==> src/rtl/material_eval_seq.sv <==
// -----------------------------------------------------------------------------
// material_eval_seq
//
// Sequential material evaluator for the chess engine datapath. On an accepted
// start it either returns a fixed terminal score (checkmate / stalemate) or
// scans the 64-square board memory, LANES squares per cycle, over a registered
// read port and reports the clamped signed material balance
// (positive = white ahead).
//
// Ports
//   clk, rst        rising-edge clock, synchronous active-high reset
//   start           evaluation request, honoured only in IDLE
//   mate            side to move is checkmated          (captured on accept)
//   stalemate       side to move has no legal move       (captured on accept)
//   white_to_move   1 = white to move                    (captured on accept)
//   busy            high from the cycle after accept until (and including) done
//   done            one-cycle pulse, score/outcome valid from this cycle
//   score           signed evaluation, held until the next done
//   outcome         00 ongoing, 10 white wins, 01 black wins, 11 draw
//   bad_piece       sticky per scan, set when any square holds type 7
//   rd_en/rd_addr   board read request; rd_addr is the first square of a group
//   rd_data         LANES piece codes, lane k = square rd_addr+k, 1 cycle late
//   dbg_state       current FSM state, for observation only
//
// Handshake: start is a level sampled on a rising edge while the FSM is IDLE;
// that edge is the accept edge. Exactly one done pulse follows every accepted
// start unless rst intervenes. start at any other time, including the DONE
// cycle, has no effect.
//
// Piece code: bit3 colour (0 white, 1 black), bits[2:0] type
//   0 empty, 1 P, 2 N, 3 B, 4 R, 5 Q, 6 K (value 0), 7 invalid (value 0).
// -----------------------------------------------------------------------------
module material_eval_seq #(
  parameter int SCORE_W    = 16,
  parameter int LANES      = 1,
  parameter int VAL_P      = 1,
  parameter int VAL_N      = 3,
  parameter int VAL_B      = 3,
  parameter int VAL_R      = 5,
  parameter int VAL_Q      = 10,
  parameter int MATE_SCORE = 1000
) (
  input  logic               clk,
  input  logic               rst,
  input  logic               start,
  input  logic               mate,
  input  logic               stalemate,
  input  logic               white_to_move,
  output logic               busy,
  output logic               done,
  output logic [SCORE_W-1:0] score,
  output logic [1:0]         outcome,
  output logic               bad_piece,
  output logic               rd_en,
  output logic [5:0]         rd_addr,
  input  logic [4*LANES-1:0] rd_data,
  output logic [2:0]         dbg_state
);

  // ---------------------------------------------------------------------------
  // Sizing
  // ---------------------------------------------------------------------------
  function automatic int max2(input int a, input int b);
    return (a > b) ? a : b;
  endfunction

  // Largest single piece value; the accumulator must hold +/-64 of them.
  localparam int VMAX  = max2(max2(max2(VAL_P, VAL_N), max2(VAL_B, VAL_R)),
                              max2(VAL_Q, 1));
  localparam int ACC_W = $clog2(64 * VMAX + 1) + 1;
  // Common signed width used for the clamp compare, wide enough for both the
  // accumulator and any legal MATE_SCORE.
  localparam int EXT_W = 34;

  localparam logic signed [EXT_W-1:0] LIM_HI   = EXT_W'(MATE_SCORE - 1);
  localparam logic signed [EXT_W-1:0] LIM_LO   = -LIM_HI;
  localparam logic [SCORE_W-1:0]      MATE_POS = SCORE_W'(MATE_SCORE);
  localparam logic [SCORE_W-1:0]      MATE_NEG = SCORE_W'(-MATE_SCORE);
  localparam logic [6:0]              LAST_ADDR = 7'(64 - LANES);
  localparam logic [5:0]              ADDR_STEP = 6'(LANES);

  typedef enum logic [2:0] {
    S_IDLE  = 3'd0,
    S_SCAN  = 3'd1,
    S_DRAIN = 3'd2,
    S_TERM  = 3'd3,
    S_DONE  = 3'd4
  } state_t;

  // ---------------------------------------------------------------------------
  // State
  // ---------------------------------------------------------------------------
  state_t                    r_state;
  logic                      r_busy;
  logic                      r_done;
  logic [SCORE_W-1:0]        r_score;
  logic [1:0]                r_outcome;
  logic                      r_bad;
  logic                      r_rd_en;
  logic [5:0]                r_rd_addr;
  logic                      r_beat;     // rd_data carries a valid group this cycle
  logic                      r_mate;
  logic                      r_wtm;
  logic signed [ACC_W-1:0]   r_acc;

  logic signed [ACC_W-1:0]   w_beat_sum;
  logic                      w_beat_bad;
  logic signed [ACC_W-1:0]   w_acc_next;
  logic signed [EXT_W-1:0]   w_acc_ext;
  logic signed [EXT_W-1:0]   w_clamped;
  logic [SCORE_W-1:0]        w_score_mat;
  logic                      w_last_addr;

  // ---------------------------------------------------------------------------
  // Lane decode and per-beat sum
  // ---------------------------------------------------------------------------
  function automatic logic signed [ACC_W-1:0] piece_val(input logic [2:0] t);
    case (t)
      3'd1:    return ACC_W'(VAL_P);
      3'd2:    return ACC_W'(VAL_N);
      3'd3:    return ACC_W'(VAL_B);
      3'd4:    return ACC_W'(VAL_R);
      3'd5:    return ACC_W'(VAL_Q);
      default: return '0;   // empty, king and invalid carry no material
    endcase
  endfunction

  always_comb begin
    w_beat_sum = '0;
    w_beat_bad = 1'b0;
    for (int k = 0; k < LANES; k++) begin
      if (rd_data[4*k +: 3] == 3'd7) begin
        w_beat_bad = 1'b1;
      end
      if (rd_data[4*k + 3]) begin
        w_beat_sum = w_beat_sum - piece_val(rd_data[4*k +: 3]);
      end else begin
        w_beat_sum = w_beat_sum + piece_val(rd_data[4*k +: 3]);
      end
    end
  end

  // The running total is bounded by 64*VMAX, so this add never wraps.
  assign w_acc_next = r_acc + w_beat_sum;
  assign w_acc_ext  = EXT_W'(w_acc_next);

  // Material scores stay strictly inside the mate magnitude so the search can
  // always tell a forced mate from a large material lead.
  always_comb begin
    w_clamped = w_acc_ext;
    if (w_acc_ext > LIM_HI) begin
      w_clamped = LIM_HI;
    end else if (w_acc_ext < LIM_LO) begin
      w_clamped = LIM_LO;
    end
  end

  assign w_score_mat = w_clamped[SCORE_W-1:0];
  assign w_last_addr = ({1'b0, r_rd_addr} == LAST_ADDR);

  // ---------------------------------------------------------------------------
  // Control FSM with registered outputs
  // ---------------------------------------------------------------------------
  always_ff @(posedge clk) begin
    if (rst) begin
      r_state   <= S_IDLE;
      r_busy    <= 1'b0;
      r_done    <= 1'b0;
      r_score   <= '0;
      r_outcome <= 2'b00;
      r_bad     <= 1'b0;
      r_rd_en   <= 1'b0;
      r_rd_addr <= '0;
      r_beat    <= 1'b0;
      r_mate    <= 1'b0;
      r_wtm     <= 1'b0;
      r_acc     <= '0;
    end else begin
      // Read data arrives one cycle after each strobe.
      r_beat <= r_rd_en;
      if (r_beat) begin
        r_acc <= w_acc_next;
        r_bad <= r_bad | w_beat_bad;
      end

      case (r_state)
        S_IDLE: begin
          r_done <= 1'b0;
          r_busy <= 1'b0;
          if (start) begin
            r_busy <= 1'b1;
            r_mate <= mate;
            r_wtm  <= white_to_move;
            if (mate || stalemate) begin
              r_state <= S_TERM;
            end else begin
              r_state   <= S_SCAN;
              r_acc     <= '0;
              r_bad     <= 1'b0;
              r_rd_en   <= 1'b1;
              r_rd_addr <= '0;
            end
          end
        end

        S_SCAN: begin
          if (w_last_addr) begin
            r_rd_en <= 1'b0;
            r_state <= S_DRAIN;
          end else begin
            r_rd_addr <= r_rd_addr + ADDR_STEP;
          end
        end

        // The last group is on rd_data now; w_acc_next already includes it,
        // so the result is registered straight from the combinational total.
        S_DRAIN: begin
          r_state   <= S_DONE;
          r_done    <= 1'b1;
          r_score   <= w_score_mat;
          r_outcome <= 2'b00;
        end

        // Mate dominates stalemate; the loser is the side to move.
        S_TERM: begin
          r_state <= S_DONE;
          r_done  <= 1'b1;
          if (r_mate) begin
            r_score   <= r_wtm ? MATE_NEG : MATE_POS;
            r_outcome <= r_wtm ? 2'b01 : 2'b10;
          end else begin
            r_score   <= '0;
            r_outcome <= 2'b11;
          end
        end

        S_DONE: begin
          r_done  <= 1'b0;
          r_busy  <= 1'b0;
          r_state <= S_IDLE;
        end

        default: begin
          r_state <= S_IDLE;
          r_done  <= 1'b0;
          r_busy  <= 1'b0;
          r_rd_en <= 1'b0;
        end
      endcase
    end
  end

  assign busy      = r_busy;
  assign done      = r_done;
  assign score     = r_score;
  assign outcome   = r_outcome;
  assign bad_piece = r_bad;
  assign rd_en     = r_rd_en;
  assign rd_addr   = r_rd_addr;
  assign dbg_state = r_state;

endmodule

==> config.mk <==
export PLATFORM = sky130hd
export DESIGN_NAME = material_eval_seq
export DESIGN_NICKNAME = d
export VERILOG_FILES = /design/src/rtl/material_eval_seq.sv
export SDC_FILE = /design/constraint.sdc
export NUM_CORES = 1
export LEC_CHECK = 0
export ABC_AREA = 1
export BUFFER_PORTS_ARGS = -buffer_cell sky130_fd_sc_hd__buf_2
export CORE_MARGIN = 4
export CORE_UTILIZATION = 40
export CTS_BUF_LIST = sky130_fd_sc_hd__clkbuf_2
export CTS_CLUSTER_SIZE = 14
export DETAILED_ROUTE_END_ITERATION = 16
export MAX_ROUTING_LAYER = met4
export PLACE_DENSITY = 0.57
export SLEW_MARGIN = 25
export SYNTH_ARGS = -nofsm -noshare
export SYNTH_HDL_FRONTEND = slang
export SYNTH_SLANG_ARGS = --single-unit
==> constraint.sdc <==
create_clock -name clk -period 3.7 [get_ports clk]
set_clock_uncertainty 0.05 [all_clocks]
set_input_delay 0.185 -clock clk [delete_from_list [all_inputs] [get_ports clk]]
set_output_delay 0.185 -clock clk [all_outputs]
set_load 0.1 [all_outputs]
==> metrics <==
status=completed; cell area power density=489 nW/um2; crit-path max cell delay=0.44 ns; internal power=0.668 mW; Tcrit/Tclk final=0.728; die area=7880 um2; Port Buf Inserts=40; Finished Layout Cells=515; #FFs+latches synth=40; post-synth top area share=0.307; Nets=463; antenna cells=0; ANT nets after route=0; CTS sink cnt=40; Clock transition at path regs=0.19 ns; slowest stage cell on the critical path=fa_1; H-tree depth=2; LEAKAGE=1.56 nW; Chip Width=88.8 um; CP most frequent cell=nand2_1; Layout Area Growth over Synthesis=10.6%; worst min-delay path class=input pin to register; Starting Density=0.411; synthesized net count=426; worst reg2reg startpoint=r_acc[0]; Finish-stage setup viols=0; placed cell count=507; sw power=0.744 mW; multi-input logic area=1490 um2; Comb power frac=0.504; # IOs=41; drt drc=0; startpoint type of the worst setup path=input pin; 1st-iter DRT viols=136; layout cells sized above 1=0.183; antenna violations before repair=0; Peak Freq=371 MHz; CP bufs+invs=3; Post-synth ARST share=0; actual slew at the worst max-slew pin=0.676 ns; Root Buffer=clkbuf_2; RSZ-0062 raised after global routing=no; fill count=708; Wirelength per Cell=11.9 um; via count=2505; top_reg_cell synth=dfxtp_1; crit path time final=2.69 ns; Worst Setup EP=score[0]; largest net degree at the start of global routing=22; family with the most delay on the worst path=simple AND/OR/NAND/NOR gates; Setup Buffers After CTS=0; Sw Share=0.527; first-pass GRT wire length=10300 um; Worst Reg2Reg Path Length in Cells=16; final slew viol count=0; syn_area_per_cell=6.51 um2; vias per inst=4.86; GRT Util Overall=0.170; critical path depth=21; worst r2r dst=score[0]; Slew headroom=0.549; post-layout util=0.455; post-synthesis cell type count=30; total congestion overflow=0; clk_lat worst skew=0.39 ns; WP data arrival=2.98 ns; setup TNS=0 ns; Gate Count Post-Synth=401; routability cong.=0.914; Yosys warning total=0; core box area=6350 um2; Worst Setup End Kind=register; fin area=2890 um2; clock share of power=0.131; die height=88.8 um; row cnt=29; Max VDD drop=0.339 mV; Register Area=801 um2; Post-synth EDFFs=0; total CTS buffers=5; DRT Pass-1 Iters=4; FF-to-FF setup slack=1.20 ns; critical-path maximum fanout=6; DP HPWL=4980 um; number of global-route vias before repair=2238; DRT Wirelength=6150 um; Max Root-Sink Buffers=2; Post-DP Area=2840 um2; top post-synthesis cells by area=dfxtp_1 31%, nand2_1 15%, inv_1 9.1%; worst path required time=3.98 ns; Hold Fails Final Rpt=0; Max Cap Viol=0; cell area after synthesis=2610 um2; CP Launch Point=rd_data[1]; TritonCTS clock tree=done; Seq/Total Area, Yosys=0.307; cell type with the highest aggregate area in the netlist=dfxtp_1; Reg power frac=0.366; Setup CP Type=input pin to register; CP Cell Sequence=buf_2, nor3_1, nor2_1, ha_1, nand2_1, o21ai_0, inv_1, fa_1, inv_1, nand3_1, nand2_1, nand2_1, nand2_1, nand2_1, nand2_1, nand2_1, nor2_2, nand2_2, nand3_1, nand2_1, a21oi_2
## cell usage after synthesis (2+ instances only)
cell        n
nand2_1   102
inv_1      63
dfxtp_1    40
nor2_1     37
nand3_1    30
a21oi_1    25
o21ai_0    17
ha_1       14
nand2_2    10
nor2_2      8
buf_4       6
clkbuf_1    5
nand3_2     5
nor3_1      5
o211ai_1    5
inv_2       4
nand4_1     4
a211oi_1    3
a21oi_2     3
o221ai_1    3
clkinv_1    2
xor2_1      2
## worst min-delay path by stage
stage | from | end | slack (ns) | depth (start not counted)
2_1_floorplan | rd_data[1] | bad_piece | 0.30 | 2
3_3_place_gp | score[0] | score[0] | 0.41 | 2
3_5_place_dp | score[0] | score[0] | 0.41 | 2
4_1_cts | mate | r_mate | 0.01 | 3
5_1_grt | mate | r_mate | 0.01 | 3
6_report | mate | r_mate | 0.04 | 3
## power groups by stage
| stage | sequential, mW | clock [mW] | combinational, mW |
|---|---|---|---|
| finish | 0.516 | 0.184 | 0.711 |
| global route | 0.523 | 0.214 | 0.772 |
| CTS | 0.516 | 0.191 | 0.715 |
| detailed placement | 0.526 | 0 | 0.712 |
| global placement | 0.525 | 0 | 0.710 |
| floorplan | 0.771 | 0 | 0.359 |
## timing repair
item	in CTS	in global routing
gates resized for setup	0	0
setup endpoints to repair	0	0
hold endpoints to repair	1	0
hold buffers	1	0
## tightest hold or removal path: stages
cell	delay (ns)
buf_2	0.08
o21ai_0	0.07
a21oi_1	0.10
## flip-flops by register name, indices dropped and copies added, names as in the netlist
signal     cells
r_acc         11
score         11
rd_addr        6
dbg_state      3
outcome        2
bad_piece      1
busy           1
done           1
r_beat         1
r_mate         1
r_wtm          1
rd_en          1
## routing by layer
metal,wire (um),track usage,vias to the layer above
li1,-,-,1352
met1,3050,0.230,1098
met2,2760,0.265,45
met3,265,0.0279,10
met4,72,0.0426,0
met5,0,-,-
## per-stage QoR
stage	setup slack (ns)	power, mW	hold WS, ns
after global placement	0.586	1.24	0.411
after global routing	0.675	1.51	0.0134
after floorplan	1.07	1.13	0.295
after detailed placement	0.566	1.24	0.414
after CTS	0.962	1.42	0.0130
final	1.01	1.41	0.0373
## area by class of cell
class / count / area share
timing repair buffer: 41 / 0.0728
inverter: 69 / 0.0897
multi-input combinational: 281 / 0.515
tap: 77 / 0.0334
sequential: 40 / 0.277
clock inverter: 1 / 0.00173
clock buffer: 6 / 0.0104
## cell families (layout without fill, tap and decap cells)
group,Yosys count,in the layout,share of synthesized area
XOR/XNOR,3,3,0.0101
AND/OR/NAND/NOR,204,204,0.350
flip-flops,40,40,0.307
buffers and inverters,80,117,0.124
adder cells (fa/ha/maj),15,15,0.0748
AO/OA/AOI/OAI,59,59,0.135
## placed cells by master (no fill, tap or decap)
master and instances:
a221oi_1 1, dfxtp_1 40, clkinv_1 2, nand3_1 30, fa_1 1, ha_1 14
nand2_2 10, or2_4 1, nor2_1 37, nand4_1 4, nor3_1 5, a211oi_1 3
o21a_1 1, o31ai_2 1, nand2_4 1, clkinv_2 1, o21ai_0 17, a21oi_1 25
a21oi_2 3, nand2_1 102, o221ai_1 3, dlygate4sd3_1 1, o211ai_1 5, xor2_1 2
buf_2 40, inv_2 4, xnor2_1 1, nor2_2 8, nor3b_1 1, nand3_2 5
inv_1 63, clkbuf_2 6
Power figures use the tool's default switching activity.
